`config.mk`:
```
export PLATFORM = sky130hd
export DESIGN_NAME = pio_output_arbiter
export DESIGN_NICKNAME = d
export VERILOG_FILES = /design/src/rtl/pio_output_arbiter.sv
export SDC_FILE = /design/constraint.sdc
export NUM_CORES = 1
export LEC_CHECK = 0
export ABC_AREA = 0
export CAP_MARGIN = 20
export CORE_MARGIN = 2
export CORE_UTILIZATION = 30
export CTS_CLUSTER_DIAMETER = 200
export DETAILED_ROUTE_END_ITERATION = 6
export GPL_ROUTABILITY_DRIVEN = 0
export SETUP_SLACK_MARGIN = 0.4
export SYNTH_ARGS = -nofsm -noshare
export SYNTH_HDL_FRONTEND = slang
export SYNTH_SLANG_ARGS = --single-unit
export TNS_END_PERCENT = 1
```
`constraint.sdc`:
```
create_clock -name clk_clk -period 4.2 [get_ports clk_clk]
set_input_delay 0.84 -clock clk_clk [delete_from_list [all_inputs] [get_ports clk_clk]]
set_output_delay 0.84 -clock clk_clk [all_outputs]
set_load 0.01 [all_outputs]
```
`src/rtl/pio_output_arbiter.sv`:
```
// pio_output_arbiter: round-robin arbiter for two requesters writing four PIO output banks.
// A per-target hold window keeps the non-owner from overwriting a fresh value.
module pio_output_arbiter #(
    parameter int HOLD_CYCLES = 1000,
    parameter int DATA_W      = 32
) (
    input  logic              clk_clk,
    input  logic              reset_reset_n,
    input  logic              r0_req,
    input  logic [1:0]        r0_sel,
    input  logic [DATA_W-1:0] r0_data,
    output logic              r0_ack,
    input  logic              r1_req,
    input  logic [1:0]        r1_sel,
    input  logic [DATA_W-1:0] r1_data,
    output logic              r1_ack,
    output logic [DATA_W-1:0] hexport_out,
    output logic [DATA_W-1:0] hexport_2_out,
    output logic [DATA_W-1:0] leds_red_out,
    output logic [DATA_W-1:0] leds_green_out,
    output logic [3:0]        owner
);
    localparam int CW = HOLD_CYCLES > 0 ? $clog2(HOLD_CYCLES + 1) : 1;
    localparam logic [CW-1:0] HOLD = CW'(HOLD_CYCLES);

    logic [DATA_W-1:0] out_q [4];
    logic [DATA_W-1:0] out_d [4];
    logic [CW-1:0]     hold_q [4];
    logic [CW-1:0]     hold_d [4];
    logic [3:0]        owner_q, owner_d;
    logic              rr_q, rr_d, ack0_q, ack0_d, ack1_q, ack1_d;
    logic              e0, e1, g0, g1, gnt;
    logic [1:0]        gsel;
    logic [DATA_W-1:0] gdata;

    always_comb begin
        e0      = r0_req && !ack0_q && (hold_q[r0_sel] == '0 || !owner_q[r0_sel]);
        e1      = r1_req && !ack1_q && (hold_q[r1_sel] == '0 || owner_q[r1_sel]);
        g0      = e0 && (!e1 || !rr_q);
        g1      = e1 && !g0;
        gnt     = g0 || g1;
        gsel    = g0 ? r0_sel : r1_sel;
        gdata   = g0 ? r0_data : r1_data;
        // pointer moves to whichever requester lost this grant
        rr_d    = gnt ? g0 : rr_q;
        ack0_d  = g0;
        ack1_d  = g1;
        owner_d = owner_q;
        for (int t = 0; t < 4; t++) begin
            hold_d[t] = hold_q[t] != '0 ? hold_q[t] - 1'b1 : '0;
            out_d[t]  = out_q[t];
            if (gnt && gsel == 2'(t)) begin
                hold_d[t]  = HOLD;
                out_d[t]   = gdata;
                owner_d[t] = g1;
            end
        end
    end

    always_ff @(posedge clk_clk or negedge reset_reset_n) begin
        if (!reset_reset_n) begin
            for (int t = 0; t < 4; t++) begin
                out_q[t]  <= '0;
                hold_q[t] <= '0;
            end
            owner_q <= '0;
            rr_q    <= 1'b0;
            ack0_q  <= 1'b0;
            ack1_q  <= 1'b0;
        end else begin
            for (int t = 0; t < 4; t++) begin
                out_q[t]  <= out_d[t];
                hold_q[t] <= hold_d[t];
            end
            owner_q <= owner_d;
            rr_q    <= rr_d;
            ack0_q  <= ack0_d;
            ack1_q  <= ack1_d;
        end
    end

    assign hexport_out    = out_q[0];
    assign hexport_2_out  = out_q[1];
    assign leds_red_out   = out_q[2];
    assign leds_green_out = out_q[3];
    assign owner          = owner_q;
    assign r0_ack         = ack0_q;
    assign r1_ack         = ack1_q;
endmodule
```
==> flow_metrics.tcl, run 1 <==
set metrics [dict create \
    synthTopCellsByArea "dfrtp_1 (55%), o22a_1 (18%), mux2i_1 (4.3%)" \
    power_density_mw_per_mm2 739 \
    avgSynthCellArea_um2 11.4 \
    synth_edf_count 0 \
    drtAntennaViolNets 0 \
    synth-seq-cells 175 \
    reg2reg_to "leds_green_out[20]" \
    clkSlewWorstSetupHoldPaths_ns 0.07 \
    post_drt_wl_per_cell_um 20.2 \
    cp-endpoint "leds_green_out[20]" \
    nNetsFinal 970 \
    wl_mm 25.1 \
    use_met1_pct 23.6 \
    relSlewSlack_pct 30.5 \
    yosysUniqueCellTypes 50 \
    critPathRequiredTime_ns 4.57 \
    ys_seq_area_share_pct 55.4 \
    grt_busiest_layer "met2" \
    yosys.cell_count.top_type "dfrtp_1" \
    crit_type "reg -> reg" \
    cts_tree "yes" \
    rr_startpoint "hold_q[21]" \
    antenna_found_initial 1 \
    critPathMaxFanout 20 \
    fin_crit_ns 3.80 \
    clock_sinks 175 \
    ff2ff_setup_slack_ns 0.40 \
    synth_adder_area_share_pct 0.633 \
    synthSimpleGateAreaFrac_pct 11.3 \
    core_region_area_mm2 0.0260 \
    grt_pass1_wl_mm 39.6 \
    synthArstFlopShare_pct 100 \
    core.rowCount 59 \
    dieArea_mm2 0.0277 \
    grt_usage_pct 18.3 \
    cp-end-kind "flop" \
    dp_cells 1208 \
    finalCritPeriodShare_pct 90.5 \
    p_sw_share_pct 34.3 \
    dieHeight_um 166 \
    setup_violations 0 \
    worstPathArrival_ns 4.17 \
    cts_hold_buf 0 \
    cts_max_level 4 \
    cts_root_buf "clkbuf_16" \
    synth_common_cells "dfrtp_1 (175), o22a_1 (160), nor2_1 (87)" \
    synth_top_family_by_area "compound AO/OA/AOI/OAI gates" \
    p_leak_nw 4.36 \
    start_util_pct 30.4 \
    cts_made_buffers 17 \
    ys_dominant_reg_cell "dfrtp_1" \
    synth_top_area_share_pct 55.4 \
    syn_to_final_growth_pct 39.7 \
    hold_viol_final 0 \
    num-fill-cells 2533 \
    grt_max_degree 76 \
    stdcell_count 1243 \
    synthMuxAreaShare_pct 4.30 \
    rsz0062_at_grt "yes" \
    gr-usage-met2_pct 29.0 \
    synth_top_cell_by_area "dfrtp_1" \
    synth_compound_gate_area_share_pct 23.6 \
    drv_cap 0 \
    cp-startpoint "hold_q[21]" \
    met3_usage_pct 7.60 \
    yosysWarnings 0 \
    cell_internal_pwr_mw 5.37 \
    fin_tns_setup_ns 0 \
    first_pass_iters 4 \
    tightest_slew_ns 1.04 \
    clock_latency_ns 0.43 \
    status "finished, final reports clean" \
    vias_per_cell 5.24 \
    synth_fp_nets 768 \
    pwr-share-clk_pct 19.4 \
    drc 0 \
    syn_inst 692 \
    pwr-share-seq_pct 36.8 \
    synth_area_mm2 0.00791 \
    gr-total-overflow 0 \
    drive_gt1_share_pct 8.27 \
    vias 6514 \
    cts_buffer_depth 2 \
    reg2reg_depth 8 \
    p_sw_mw 2.80 \
    dieWidth_um 166 \
    skew_ns 0.0128 \
    io_pins 206 \
    comb_power_share_pct 43.8 \
    portBuffers 205 \
    first_global_vias 6677 \
    drtIter0Drc 355 \
    hp-class "in -> async" \
    max_freq_ghz 0.263 \
    final-max-slew-violation-count 0 \
    synth_xor_area_share_pct 1.55 \
    cts_resized 0 \
    place_hpwl_mm 16.9 \
    critPathLaunchType "flop" \
    vdd_drop_max_mv 0.360 \
]
## kinds of logic after synthesis
group | count (synthesis)
AO/OA/AOI/OAI | 218
AND/OR/NAND/NOR | 187
flip-flops | 175
buffers and inverters | 60
multiplexers | 34
XOR/XNOR | 14
adder cells (fa/ha/maj) | 4
## flip-flops by register name, summed over array words and instances (netlist names)
name and flops:
rr_q 1, r1_ack 1, hold_q 40, leds_red_out 32, hexport_out 32, hexport_2_out 32, owner 4, leds_green_out 32
r0_ack 1
## routing by layer
metal	share of wire [%]	routed length [µm]	vias to the layer above
li1	-	-	3017
met1	43	10900	3284
met2	46	11700	194
met3	9.2	2320	19
met4	1.1	267	0
met5	0	0	-
## area by class of cell
| cell class | count | area (µm²) | area share (%) |
|---|---|---|---|
| sequential | 175 | 4380 | 39.6 |
| multi-input combinational | 458 | 3320 | 30.0 |
| timing repair buffer | 228 | 2300 | 20.8 |
| clock buffer | 19 | 453 | 4.10 |
| tap | 335 | 419 | 3.79 |
| clock inverter | 13 | 125 | 1.13 |
| inverter | 14 | 52.6 | 0.475 |
| antenna | 1 | 2.50 | 0.0226 |
## worst max-delay path, cell delays in order, from the launching register on
cell     delay (ns)
dfrtp_1        0.40
or4_4          0.57
or4_1          0.55
a211o_1        0.33
nor2_1         0.34
nand3_2        0.47
a21oi_4        0.67
buf_12         0.25
o22a_1         0.15
## how the worst min path moves through the flow
stage                  start             end  slack [ns]  depth (start not counted)
2_1_floorplan     hold_q[30]      hold_q[30]        0.45                          1
3_3_place_gp      hold_q[30]      hold_q[30]        0.48                          1
3_5_place_dp      hold_q[30]      hold_q[30]        0.47                          1
4_1_cts        reset_reset_n  hexport_out[1]        0.47                          1
5_1_grt        reset_reset_n      hold_q[36]        0.49                          1
6_report       reset_reset_n      hold_q[39]        0.45                          1
## cell usage in the layout (no fill, tap or decap), drive strengths merged, types with 2 or more instances in the layout
cell / count
o21ai: 15
clkdlybuf4s50: 202
o211ai: 4
or3: 5
xnor2: 13
and2: 7
dfrtp: 175
o41ai: 2
a221o: 2
a21oi: 6
nor2: 87
clkbuf: 19
a21bo: 2
o22a: 160
or4: 6
a211o: 6
nand2: 14
o21bai: 2
mux2i: 34
a311oi: 3
clkinv: 6
a32oi: 2
or2: 3
nor3: 35
o31ai: 2
nand2b: 2
a31oi: 2
buf: 26
a32o: 2
nor2b: 4
nor3b: 2
a21o: 5
inv: 20
nand3: 12
nor4: 8
ha: 4
## repair_timing
item | 4_1_cts | 5_1_grt
endpoints found under the setup margin | 54 | 115
cloned | 1 | 0
pin swaps | 2 | 1
setup buffers | 0 | 1
## per-stage QoR
step / power [mW] / util (%) / hold slack [ns] / area, µm² / setup WS, ns
6_report: 8.17 / 42.5 / 0.448 / 11100 / 0.397
5_1_grt: 8.67 / 42.5 / 0.489 / 11000 / 0.228
4_1_cts: 8.27 / 42.4 / 0.466 / 11000 / 0.367
3_5_place_dp: 6.62 / 40.2 / 0.475 / 10400 / 0.296
3_3_place_gp: 6.59 / 40.2 / 0.475 / 10400 / 0.328
2_1_floorplan: 4.68 / - / 0.447 / 7910 / 1.02
## power by group through the flow
| stage | combinational [mW] | clock, mW | sequential [mW] |
|---|---|---|---|
| final | 3.58 | 1.58 | 3.01 |
| after global routing | 3.86 | 1.70 | 3.12 |
| after CTS | 3.62 | 1.63 | 3.02 |
| after detailed placement | 3.59 | 0 | 3.03 |
| after global placement | 3.57 | 0 | 3.02 |
| after floorplan | 1.47 | 0 | 3.22 |
Note: power is estimated with default switching activity, not from simulation.
==> run 2: changes to the inputs <==
==> constraint.sdc (replaced) <==
create_clock -name clk_clk -period 4.4 [get_ports clk_clk]
set_input_delay 0.88 -clock clk_clk [delete_from_list [all_inputs] [get_ports clk_clk]]
set_output_delay 0.88 -clock clk_clk [all_outputs]
set_load 0.01 [all_outputs]
==> run 2 against run 1 <==
Net effect:
- utilization about the same
- combinational power is 5% lower
- worst setup slack better by 0.25 ns
- flip-flop and latch count stayed put
- wire length is 0.22% higher
- clock skew is 0.0039 ns higher
- sequential power decreased by 5%
- non-clock buffer count fell by 3
- die area unchanged
- hold slack got worse by 0.011 ns
- largest cell class unchanged
- largest power group unchanged
- highest routed layer unchanged
==> flow_metrics.tcl, run 2 (synthesized netlist as in run 1, its figures left out) <==
set metrics [dict create \
    status "finished, final reports clean" \
    cts_root_buf "clkbuf_16" \
    setup_ws_ns 0.647 \
    rsz0062_at_grt "no" \
    post_drt_wl_per_cell_um 20.3 \
    final_cell_mix "clkdlybuf4s50_1 (202), dfrtp_1 (175), o22a_1 (160)" \
    fin_crit_ns 3.75 \
    grt_usage_pct 18.4 \
    clock_latency_ns 0.43 \
    grt_pass1_wl_mm 40.1 \
    power_mw 7.88 \
    place_ws_ns 0.474 \
    clock_sinks 175 \
    dieHeight_um 166 \
    critical-path-slowest-cell "nor3_4" \
    antenna_found_initial 1 \
    tightest_slew_ns 0.875 \
    critPathRequiredTime_ns 4.65 \
    stdcell_count 1239 \
    cpPeakStageDelay_ns 0.71 \
    cp-end-kind "flop" \
    max_freq_ghz 0.266 \
    crit_path_frequent_cell "nor3_1" \
    start_util_pct 30.4 \
    drtAntennaViolNets 0 \
    core.rowCount 59 \
    dp_cells 1206 \
    dieArea_mm2 0.0277 \
    cts_max_level 4 \
    nNetsFinal 966 \
    critPathMaxFanout 27 \
    drv_cap 0 \
    core_region_area_mm2 0.0260 \
    postLayoutCoreUtil_pct 42.5 \
    drtIter0Drc 332 \
    final-max-slew-violation-count 0 \
    num-fill-cells 2566 \
    place_hpwl_mm 16.9 \
    power_density_mw_per_mm2 713 \
    critPathLaunchType "flop" \
    first_pass_iters 4 \
    cts_tree "yes" \
    crit_type "reg -> reg" \
    clkSlewWorstSetupHoldPaths_ns 0.07 \
    cts_hold_buf 0 \
    portBuffers 205 \
    skew_ns 0.0167 \
    vias_per_cell 5.28 \
    syn_to_final_growth_pct 39.7 \
    vias 6541 \
    io_pins 206 \
    relSlewSlack_pct 41.5 \
    place_area_mm2 0.0104 \
    wl_mm 25.2 \
    cts_resized 0 \
    drc 0 \
    regMostFlops "hold_q" \
    gr-total-overflow 0 \
    fin_tns_setup_ns 0 \
    drive_gt1_share_pct 7.75 \
    cts_setup_buffers 0 \
    vdd_drop_max_mv 0.284 \
    mostFrequentLayoutCell "clkdlybuf4s50_1" \
    hp-class "in -> async" \
    design_area_mm2 0.0110 \
    largest_reg_flops 40 \
    whs_ns 0.437 \
    path_cells "or4_4 -> or4_1 -> a32o_1 -> nor3_1 -> nor3_1 -> nor3_4 -> buf_12 -> a311oi_1" \
    grt_max_degree 71 \
    cts_buffer_depth 2 \
    hold_viol_final 0 \
    worstPathArrival_ns 4.01 \
    first_global_vias 6939 \
    cts_made_buffers 17 \
    setup_violations 0 \
    p_leak_nw 4.34 \
    dieWidth_um 166 \
    finalCritPeriodShare_pct 85.3 \
]
run 2: changes by cell type in the layout (fill, tap and decap cells not counted):
| cell | previous run | this run |
|---|---|---|
| clkbuf_8 | 2 | 1 |
| clkinv_2 | 4 | 0 |
| inv_8 | 2 | 1 |
| buf_4 | 16 | 14 |
| nor3_2 | 1 | 0 |
| clkbuf_1 | 0 | 1 |
| buf_12 | 7 | 6 |
| bufinv_16 | 1 | 3 |
| clkinvlp_4 | 0 | 3 |
run 2: path summary, 6_finish.rpt:
kind / startpoint / end / slack, ns / cells past startpoint
max: hold_q[20] / hold_q[30] / 0.65 / 8
min: reset_reset_n / rr_q / 0.44 / 1
max reg2reg: hold_q[20] / hold_q[30] / 0.65 / 8
min reg2reg: hold_q[0] / hold_q[0] / 0.50 / 1
max in group asynchronous: reset_reset_n / owner[1] / 2.86 / 2
min in group clk_clk: hold_q[0] / hold_q[0] / 0.50 / 1
run 2: final cells by class:
| cell class | count | area, µm² | share of cell area, % |
|---|---|---|---|
| diodes | 1 | 2.50 | 0.0227 |
| well taps | 335 | 419 | 3.79 |
| repair buffers | 225 | 2270 | 20.5 |
| clock inverters | 13 | 176 | 1.60 |
| inverters | 14 | 52.6 | 0.476 |
| clock buffers | 19 | 443 | 4.01 |
| multi-input cells | 457 | 3310 | 29.9 |
| flip-flops and latches | 175 | 4380 | 39.6 |
run 2: power by group:
| part | internal (mW) | total (mW) | switching, mW |
|---|---|---|---|
| sequential | 2.35 | 2.86 | 0.517 |
| combinational | 1.94 | 3.41 | 1.46 |
| clock | 0.923 | 1.61 | 0.686 |
| total | 5.21 | 7.88 | 2.67 |
run 2: layer usage:
layer	vias to the layer above	share of wire (%)	track usage (%)
li1	3002	-	-
met1	3324	45	23.8
met2	196	47	29.8
met3	19	7.9	6.43
met4	0	1.0	4.42
met5	-	0	0
run 2: critical path: cells and delay by family (launching register included):
kind,cells,cell delay [ns]
compound gates,2,0.43
buf+inv,1,0.28
flops,1,0.41
simple gates,5,2.45
